File: config.mk
export PLATFORM = sky130hd
export DESIGN_NAME = instr_stream_encoder_flat
export DESIGN_NICKNAME = d
export VERILOG_FILES = /design/src/rtl/instr_stream_encoder_if.sv /design/src/rtl/instr_stream_encoder.sv /design/src/flat_wrapper.sv
export SDC_FILE = /design/constraint.sdc
export NUM_CORES = 1
export LEC_CHECK = 0
export ABC_AREA = 1
export CAP_MARGIN = 20
export CORE_MARGIN = 5
export CORE_UTILIZATION = 41
export DETAILED_ROUTE_END_ITERATION = 10
export PLACE_DENSITY = 0.78
export SLEW_MARGIN = 0
export SYNTH_ARGS = -nofsm -noshare
export SYNTH_HDL_FRONTEND = slang
export SYNTH_SLANG_ARGS = --single-unit
File: constraint.sdc
create_clock -name clk -period 1.5 [get_ports clk]
set_clock_uncertainty 0.05 [all_clocks]
set_input_delay 0.15 -clock clk [delete_from_list [all_inputs] [get_ports clk]]
set_output_delay 0.15 -clock clk [all_outputs]
set_load 0.02 [all_outputs]
File: src/rtl/instr_stream_encoder_if.sv
// Host/instruction-memory bundle for instr_stream_encoder.
// The host drives one symbolic instruction per handshake and observes the memory write port and status.
interface instr_stream_encoder_if #(
  parameter int ADDR_W = 10
);
  logic              in_valid;
  logic              in_ready;
  logic [4:0]        mnem;
  logic [4:0]        rs;
  logic [4:0]        rt;
  logic [4:0]        rd;
  logic [4:0]        shamt;
  logic [15:0]       imm;
  logic [25:0]       target;
  logic              last;
  logic              im_we;
  logic [ADDR_W-1:0] im_addr;
  logic [31:0]       im_wdata;
  logic [ADDR_W:0]   count;
  logic              done;
  logic              err;
  logic              cpu_hold;

  modport master (
    output in_valid, mnem, rs, rt, rd, shamt, imm, target, last,
    input  in_ready, im_we, im_addr, im_wdata, count, done, err, cpu_hold
  );

  modport slave (
    input  in_valid, mnem, rs, rt, rd, shamt, imm, target, last,
    output in_ready, im_we, im_addr, im_wdata, count, done, err, cpu_hold
  );
endinterface

File: src/rtl/instr_stream_encoder.sv
// Packs symbolic MIPS instructions into 32-bit words and writes them to consecutive instruction-memory words.
// Optional feature macro ENC_NOP_PAD_EN: append one NOP word after the last instruction.
module instr_stream_encoder #(
  parameter int ADDR_W = 10,
  parameter int BASE   = 0
) (
  input  logic                  clk,
  input  logic                  rst,
  instr_stream_encoder_if.slave bus
);

  localparam logic [ADDR_W-1:0] ADDR_BASE = ADDR_W'(BASE);
  localparam logic [ADDR_W-1:0] ADDR_LAST = {ADDR_W{1'b1}};
  localparam logic [ADDR_W-1:0] ADDR_ONE  = ADDR_W'(1);
  localparam logic [ADDR_W:0]   COUNT_MAX = {1'b1, {ADDR_W{1'b0}}};
  localparam logic [ADDR_W:0]   COUNT_ONE = (ADDR_W + 1)'(1);

  typedef enum logic [2:0] {
    S_IDLE  = 3'd0,
    S_WRITE = 3'd1,
`ifdef ENC_NOP_PAD_EN
    S_PAD   = 3'd2,
`endif
    S_DONE  = 3'd3,
    S_FAULT = 3'd4
  } state_e;

  function automatic logic is_legal(input logic [4:0] m);
    return (m <= 5'd21);
  endfunction

  function automatic logic [31:0] encode(
    input logic [4:0]  m,
    input logic [4:0]  rs_f,
    input logic [4:0]  rt_f,
    input logic [4:0]  rd_f,
    input logic [4:0]  sh_f,
    input logic [15:0] imm_f,
    input logic [25:0] tgt_f
  );
    logic [5:0]  funct;
    logic [5:0]  op;
    logic [31:0] w;
    funct = 6'h00;
    op    = 6'h00;
    w     = 32'h0000_0000;
    case (m)
      5'd0:    funct = 6'h20;
      5'd1:    funct = 6'h21;
      5'd2:    funct = 6'h22;
      5'd3:    funct = 6'h23;
      5'd4:    funct = 6'h24;
      5'd5:    funct = 6'h25;
      5'd6:    funct = 6'h26;
      5'd7:    funct = 6'h27;
      5'd8:    funct = 6'h2A;
      5'd9:    funct = 6'h2B;
      5'd10:   funct = 6'h00;
      5'd11:   funct = 6'h02;
      5'd12:   funct = 6'h03;
      5'd13:   funct = 6'h04;
      5'd14:   funct = 6'h06;
      5'd15:   funct = 6'h07;
      default: funct = 6'h00;
    endcase
    case (m)
      5'd16:   op = 6'h08;
      5'd17:   op = 6'h04;
      5'd18:   op = 6'h2B;
      5'd19:   op = 6'h23;
      5'd20:   op = 6'h02;
      5'd21:   op = 6'h03;
      default: op = 6'h00;
    endcase
    // Immediate shifts carry the amount in shamt, so rs is zeroed; variable shifts and ALU ops zero shamt.
    if (m <= 5'd15) begin
      if ((m >= 5'd10) && (m <= 5'd12)) begin
        w = {6'h00, 5'd0, rt_f, rd_f, sh_f, funct};
      end else begin
        w = {6'h00, rs_f, rt_f, rd_f, 5'd0, funct};
      end
    end else if (m <= 5'd19) begin
      w = {op, rs_f, rt_f, imm_f};
    end else if (m <= 5'd21) begin
      w = {op, tgt_f};
    end else begin
      w = 32'h0000_0000;
    end
    return w;
  endfunction

  state_e            state_q, state_d;
  logic              in_ready_q, in_ready_d;
  logic              im_we_q, im_we_d;
  logic [ADDR_W-1:0] im_addr_q, im_addr_d;
  logic [31:0]       im_wdata_q, im_wdata_d;
  logic [ADDR_W:0]   count_q, count_d;
  logic              done_q, done_d;
  logic              err_q, err_d;
  logic              cpu_hold_q, cpu_hold_d;
  logic              last_q, last_d;

  logic              hs_s;
  logic              addr_at_last_s;
  logic [ADDR_W-1:0] addr_next_s;
  logic [ADDR_W:0]   count_inc_s;

  assign hs_s           = bus.in_valid & in_ready_q;
  assign addr_at_last_s = (im_addr_q == ADDR_LAST);
  assign addr_next_s    = addr_at_last_s ? im_addr_q : (im_addr_q + ADDR_ONE);
  assign count_inc_s    = (count_q == COUNT_MAX) ? count_q : (count_q + COUNT_ONE);

  // Next-state and next-output logic for the load sequencer.
  always_comb begin
    state_d    = state_q;
    in_ready_d = in_ready_q;
    im_we_d    = 1'b0;
    im_addr_d  = im_addr_q;
    im_wdata_d = im_wdata_q;
    count_d    = count_q;
    done_d     = done_q;
    err_d      = err_q;
    cpu_hold_d = cpu_hold_q;
    last_d     = last_q;

    case (state_q)
      S_IDLE: begin
        in_ready_d = 1'b1;
        if (hs_s) begin
          in_ready_d = 1'b0;
          if (is_legal(bus.mnem)) begin
            im_wdata_d = encode(bus.mnem, bus.rs, bus.rt, bus.rd, bus.shamt, bus.imm, bus.target);
            last_d     = bus.last;
            im_we_d    = 1'b1;
            state_d    = S_WRITE;
          end else begin
            err_d   = 1'b1;
            state_d = S_FAULT;
          end
        end else begin
          state_d = S_IDLE;
        end
      end

      S_WRITE: begin
        count_d    = count_inc_s;
        in_ready_d = 1'b0;
        if (last_q) begin
`ifdef ENC_NOP_PAD_EN
          // The NOP is only issued if a free word remains; PAD faults otherwise.
          state_d    = S_PAD;
          im_wdata_d = 32'h0000_0000;
          if (!addr_at_last_s) begin
            im_addr_d = addr_next_s;
            im_we_d   = 1'b1;
          end else begin
            im_we_d = 1'b0;
          end
`else
          im_addr_d  = addr_next_s;
          done_d     = 1'b1;
          cpu_hold_d = 1'b0;
          state_d    = S_DONE;
`endif
        end else if (addr_at_last_s) begin
          err_d   = 1'b1;
          state_d = S_FAULT;
        end else begin
          im_addr_d  = addr_next_s;
          in_ready_d = 1'b1;
          state_d    = S_IDLE;
        end
      end

`ifdef ENC_NOP_PAD_EN
      S_PAD: begin
        in_ready_d = 1'b0;
        if (im_we_q) begin
          count_d    = count_inc_s;
          im_addr_d  = addr_next_s;
          done_d     = 1'b1;
          cpu_hold_d = 1'b0;
          state_d    = S_DONE;
        end else begin
          err_d   = 1'b1;
          state_d = S_FAULT;
        end
      end
`endif

      S_DONE: begin
        in_ready_d = 1'b0;
        done_d     = 1'b1;
        cpu_hold_d = 1'b0;
        state_d    = S_DONE;
      end

      S_FAULT: begin
        in_ready_d = 1'b0;
        err_d      = 1'b1;
        done_d     = 1'b0;
        cpu_hold_d = 1'b1;
        state_d    = S_FAULT;
      end

      default: begin
        in_ready_d = 1'b0;
        err_d      = 1'b1;
        done_d     = 1'b0;
        cpu_hold_d = 1'b1;
        state_d    = S_FAULT;
      end
    endcase
  end

  // State and output registers with synchronous reset.
  always_ff @(posedge clk) begin
    if (rst) begin
      state_q    <= S_IDLE;
      in_ready_q <= 1'b1;
      im_we_q    <= 1'b0;
      im_addr_q  <= ADDR_BASE;
      im_wdata_q <= 32'h0000_0000;
      count_q    <= '0;
      done_q     <= 1'b0;
      err_q      <= 1'b0;
      cpu_hold_q <= 1'b1;
      last_q     <= 1'b0;
    end else begin
      state_q    <= state_d;
      in_ready_q <= in_ready_d;
      im_we_q    <= im_we_d;
      im_addr_q  <= im_addr_d;
      im_wdata_q <= im_wdata_d;
      count_q    <= count_d;
      done_q     <= done_d;
      err_q      <= err_d;
      cpu_hold_q <= cpu_hold_d;
      last_q     <= last_d;
    end
  end

  assign bus.in_ready = in_ready_q;
  assign bus.im_we    = im_we_q;
  assign bus.im_addr  = im_addr_q;
  assign bus.im_wdata = im_wdata_q;
  assign bus.count    = count_q;
  assign bus.done     = done_q;
  assign bus.err      = err_q;
  assign bus.cpu_hold = cpu_hold_q;

endmodule

File: src/flat_wrapper.sv
// flat-port wrapper written by rule: the top's interface ports become plain ports
module instr_stream_encoder_flat 
#(
  parameter int ADDR_W = 10,
  parameter int BASE   = 0
)
  (clk, rst, bus_in_valid, bus_mnem, bus_rs, bus_rt, bus_rd, bus_shamt, bus_imm, bus_target, bus_last, bus_in_ready, bus_im_we, bus_im_addr, bus_im_wdata, bus_count, bus_done, bus_err, bus_cpu_hold);
  instr_stream_encoder_if #(.ADDR_W(ADDR_W)) bus_i ();
  input  logic clk;
  input  logic rst;
  input wire logic [$bits(bus_i.in_valid)-1:0] bus_in_valid;
  input wire logic [$bits(bus_i.mnem)-1:0] bus_mnem;
  input wire logic [$bits(bus_i.rs)-1:0] bus_rs;
  input wire logic [$bits(bus_i.rt)-1:0] bus_rt;
  input wire logic [$bits(bus_i.rd)-1:0] bus_rd;
  input wire logic [$bits(bus_i.shamt)-1:0] bus_shamt;
  input wire logic [$bits(bus_i.imm)-1:0] bus_imm;
  input wire logic [$bits(bus_i.target)-1:0] bus_target;
  input wire logic [$bits(bus_i.last)-1:0] bus_last;
  output wire logic [$bits(bus_i.in_ready)-1:0] bus_in_ready;
  output wire logic [$bits(bus_i.im_we)-1:0] bus_im_we;
  output wire logic [$bits(bus_i.im_addr)-1:0] bus_im_addr;
  output wire logic [$bits(bus_i.im_wdata)-1:0] bus_im_wdata;
  output wire logic [$bits(bus_i.count)-1:0] bus_count;
  output wire logic [$bits(bus_i.done)-1:0] bus_done;
  output wire logic [$bits(bus_i.err)-1:0] bus_err;
  output wire logic [$bits(bus_i.cpu_hold)-1:0] bus_cpu_hold;
  assign bus_i.in_valid = bus_in_valid;
  assign bus_i.mnem = bus_mnem;
  assign bus_i.rs = bus_rs;
  assign bus_i.rt = bus_rt;
  assign bus_i.rd = bus_rd;
  assign bus_i.shamt = bus_shamt;
  assign bus_i.imm = bus_imm;
  assign bus_i.target = bus_target;
  assign bus_i.last = bus_last;
  assign bus_in_ready = bus_i.in_ready;
  assign bus_im_we = bus_i.im_we;
  assign bus_im_addr = bus_i.im_addr;
  assign bus_im_wdata = bus_i.im_wdata;
  assign bus_count = bus_i.count;
  assign bus_done = bus_i.done;
  assign bus_err = bus_i.err;
  assign bus_cpu_hold = bus_i.cpu_hold;
  instr_stream_encoder #(.ADDR_W(ADDR_W), .BASE(BASE)) u_core (.clk(clk), .rst(rst), .bus(bus_i));
endmodule
==> summary by stage <==
Floorplan
Pin placement for this block handled 129 I/O pins. The floorplan step defined a die boundary enclosing 10500 µm². The die is 103 µm wide. The initial core utilization is 0.423.

The area of the core region is 8300 µm². After floorplanning, the core was divided into 33 placement rows. The vertical die dimension is 103 µm.

Worst setup path
The setup slack on the worst flop-to-flop path is 50 ps. The worst setup path is launched from a flip-flop. In this design, the stage delay of the slowest critical-path cell is 600 ps. The arrival time at the worst endpoint is 1260 ps. The maximum fanout along the worst path is 2. The buffering stage count on the worst path with inverters included is 1. The start point of the critical path is u_core.bus.im_wdata[8]$_SDFFE_PP0P_. STA classifies the critical path endpoint as a primary output.

The worst flop-to-flop path endpoint is u_core.bus.im_addr[2]$_SDFFE_PP0P_. The cell family contributing the most delay on the critical path is buffers and inverters. The beginning of the worst register-to-register path is u_core.bus.im_addr[9]$_SDFFE_PP0P_. STA puts the critical path data required time at 1300 ps.

The worst register-to-register path has a depth of 7. The signal on the critical path passes through clkdlybuf4s50_1. The slowest library cell on the worst path is sky130_fd_sc_hd__clkdlybuf4s50_1. The kind of critical path is flip-flop to primary output.

Synth
The cell count after synthesis came out at 523. After synthesis, the largest family of logic cells by area is simple AND/OR/NAND/NOR gates. The most common flop cell mapped by yosys is sky130_fd_sc_hd__dfxtp_1. After synthesis, the mean cell area works out to 6.71 µm². The post-synthesis sequential area ratio is 0.348.

The number of warnings printed during yosys synthesis is 0. Of the total synthesized cell area, the portion taken by AND, OR, NAND and NOR gates is 0.357. Synthesis inferred 61 register bits. The synthesized cell area is 3510 µm². The mux cell area share after synthesis is 0. The post-synthesis share of cell area spent on xor and xnor gates is 0.0299. Counting distinct cell types in the post-synthesis netlist gives 34.

The synthesized-area fraction occupied by ao, oa, aoi and oai cells is 0.133. Yosys mapped a number of flops with a built-in enable equal to 0. The area share of fa/ha/maj cells after synthesis is 0.0356. After synthesis, the share of flip-flops with an asynchronous set or reset is 0.

The net count after synthesis is 604.

Clock network
The number of hold buffers added after CTS was 0. TritonCTS built the clock tree. At the later pin of the worst-skew pair, clock insertion delay measures 330 ps. Clock-pin slew was measured on the worst setup and hold paths at 60 ps. The number of buffers created by CTS is 9.

The root buffer cell chosen for the clock tree is sky130_fd_sc_hd__clkbuf_8. The longest clock path from root to sink contains 2 buffers. The clock sink count is 61. The H-tree depth is 3.

Drt
The residual antenna-violating net count after detailed routing is 0. The number of vias after detailed routing is 3993. The detailed-route vias per instance is 4.96. The DRC violation total after the first TritonRoute iteration is 151. The routed length per instance is 13.3 µm. The final wirelength is 10700 µm. Before antenna repair, the detailed router went through 5 iterations.

For this run, design rule violations remaining after detail routing come to 0.

Final layout
With fillers left out, the area of the finished cells amounts to 5560 µm². From synthesis to final layout, the design area changed by 58.2%. The total inserted antenna cells is 0.

Of the cells placed in the final design, the portion with a size suffix greater than 1 is 0.190. The number of nets at the end of the flow is 778.

GRT
The pin count of the biggest net entering global routing is 21. The number of global-route vias before repair came to 3817. The total overflow left after global routing is 0.

The first global-routing pass estimated 17000 µm of wire. The initial antenna violation count is 0. The combined global-route utilization of all metal layers is 0.199.

Run
The total of max-cap violations is 0.

Worst hold path
The endpoint with the worst hold slack is u_core.bus.im_wdata[1]$_SDFFE_PP0P_. The depth of the worst hold-timing path is 6. The worst min-delay path class is input port to flip-flop. The startpoint identified for the worst hold timing path is bus_mnem[3].

Pwr
Power spread over the standard cell area amounts to 785 nW/µm². The total chip power is 0.00436 W. The leakage power is 2.80 nW.

Across the VDD grid, the largest voltage drop is 0.000399 V.

Timing
Setup repair after global routing could not meet its margin everywhere. The worst path meets setup with 38.2 ps of slack. Static timing analysis puts the maximum clock frequency at 684 MHz.

The count of pins over their slew limit is 0. The post-route fraction of the period consumed by the critical path is 0.975. The worst path needs 1460 ps of the cycle, external delays included. The final number of hold-violating endpoints is 0. The final count of negative-setup-slack endpoints is 0.

Placement
The detailed-placement wirelength estimate is 8080 µm. Timing analysis after detailed placement gives a worst setup slack of -460 ps. The final weighted congestion in routability-driven placement is 0.879. Once placement finished, the instance area stood at 5230 µm².

In this run the tool buffered the top-level ports with 127 buffer cells.

Run status
The run finished with clean final reports.
synthesized netlist by cell type, types with 3 or more instances:
library cell | count | area, µm²
sky130_fd_sc_hd__nand2_1 | 127 | 477
sky130_fd_sc_hd__nor2_1 | 68 | 255
sky130_fd_sc_hd__dfxtp_1 | 61 | 1220
sky130_fd_sc_hd__nand3_1 | 56 | 280
sky130_fd_sc_hd__inv_1 | 46 | 173
sky130_fd_sc_hd__o21ai_0 | 29 | 145
sky130_fd_sc_hd__a21oi_1 | 25 | 125
sky130_fd_sc_hd__nand2_2 | 14 | 87.6
sky130_fd_sc_hd__a21oi_2 | 10 | 87.6
sky130_fd_sc_hd__ha_1 | 10 | 125
sky130_fd_sc_hd__buf_2 | 9 | 45.0
sky130_fd_sc_hd__o211ai_1 | 9 | 67.6
sky130_fd_sc_hd__clkbuf_1 | 8 | 30.0
sky130_fd_sc_hd__nand3b_1 | 8 | 60.1
sky130_fd_sc_hd__xor2_1 | 8 | 70.1
sky130_fd_sc_hd__nor3_1 | 5 | 25.0
sky130_fd_sc_hd__xnor2_1 | 4 | 35.0
sky130_fd_sc_hd__buf_6 | 3 | 33.8
sky130_fd_sc_hd__nand4_1 | 3 | 18.8
state kept, by name, summed over array words and instances (netlist names):
signal and count:
u_core.bus.err 1, u_core.bus.im_we 1, u_core.bus.im_wdata 31, u_core.bus.in_ready 1, u_core.bus.count 11, u_core.bus.im_addr 10, u_core.bus.cpu_hold 1, u_core.bus.done 1
u_core.last_q 1, u_core.state_q 3
area by class of cell:
cell class	count	area [µm²]
clock buffers	12	155
clock inverters	2	35.0
fillers	722	2740
inverters	50	190
multi-input cells	388	2040
flip-flops and latches	61	1230
well taps	105	131
repair buffers	187	1770
report_power, final:
group	total (W)	internal [W]	switching, W
clock	0.00145	0.000838	0.000615
sequential	0.00177	0.00172	0.0000518
combinational	0.00114	0.000556	0.000583
total	0.00436	0.00311	0.00125
cell families (layout without fill, tap and decap cells):
| family | after synthesis | count (layout) |
|---|---|---|
| adder cells (fa/ha/maj) | 10 | 10 |
| flip-flops | 61 | 61 |
| XOR/XNOR | 12 | 12 |
| AND/OR/NAND/NOR | 287 | 287 |
| AO/OA/AOI/OAI | 78 | 78 |
| other | 1 | 1 |
| buffers and inverters | 74 | 251 |
layout by cell type (no fill, tap or decap), types with 6 or more instances in the layout:
cell type	netlist	final
sky130_fd_sc_hd__nand3_1	56	55
sky130_fd_sc_hd__nor2_1	68	64
sky130_fd_sc_hd__clkdlybuf4s50_1	0	70
sky130_fd_sc_hd__nand3b_1	8	8
sky130_fd_sc_hd__a21oi_2	10	15
sky130_fd_sc_hd__buf_4	2	50
sky130_fd_sc_hd__a21oi_1	25	20
sky130_fd_sc_hd__o21ai_1	2	6
sky130_fd_sc_hd__clkbuf_8	0	11
sky130_fd_sc_hd__dlymetal6s2s_1	0	17
sky130_fd_sc_hd__buf_6	3	6
sky130_fd_sc_hd__nand2_2	14	18
sky130_fd_sc_hd__o211ai_1	9	9
sky130_fd_sc_hd__dfxtp_1	61	55
sky130_fd_sc_hd__inv_1	46	44
sky130_fd_sc_hd__o21ai_0	29	24
sky130_fd_sc_hd__ha_1	10	8
sky130_fd_sc_hd__nand2_1	127	123
sky130_fd_sc_hd__dlygate4sd2_1	0	40
sky130_fd_sc_hd__xor2_1	8	8
worst max path at each step:
stage | endpoint | slack [ps] | depth (start not counted)
global route | u_core.bus.count[10]$_SDFFE_PP0P_ | -50 | 9
global placement | u_core.bus.im_wdata[5]$_SDFFE_PP0P_ | -370 | 12
detailed placement | u_core.bus.im_wdata[5]$_SDFFE_PP0P_ | -460 | 12
finish | bus_im_wdata[8] | 40 | 1
floorplan | u_core.bus.im_addr[2]$_SDFFE_PP0P_ | 5 | 8
CTS | bus_im_wdata[28] | 1 | 1
metal layers:
layer  vias up  track usage  share of wire
li1       2024            -              -
met1      1800        0.246           0.40
met2       148        0.341           0.50
met3        21       0.0426          0.080
met4         0       0.0727          0.021
met5         -            0              0
timing repair:
action,in CTS,in global routing
endpoints found under the setup margin,77,66
pin swaps,1,7
gates cloned,1,1
resized for setup,49,50
setup buffers,1,2
through the flow:
stage,utilization,instances,hold slack (ps),setup TNS (ps)
after floorplan,-,523,244,0
after global placement,0.630,786,399,-11840
after detailed placement,0.630,786,409,-14070
after CTS,0.652,802,384,0
after global routing,0.669,805,399,-402
final,0.669,805,363,0
Note: power is estimated with default switching activity, not from simulation.
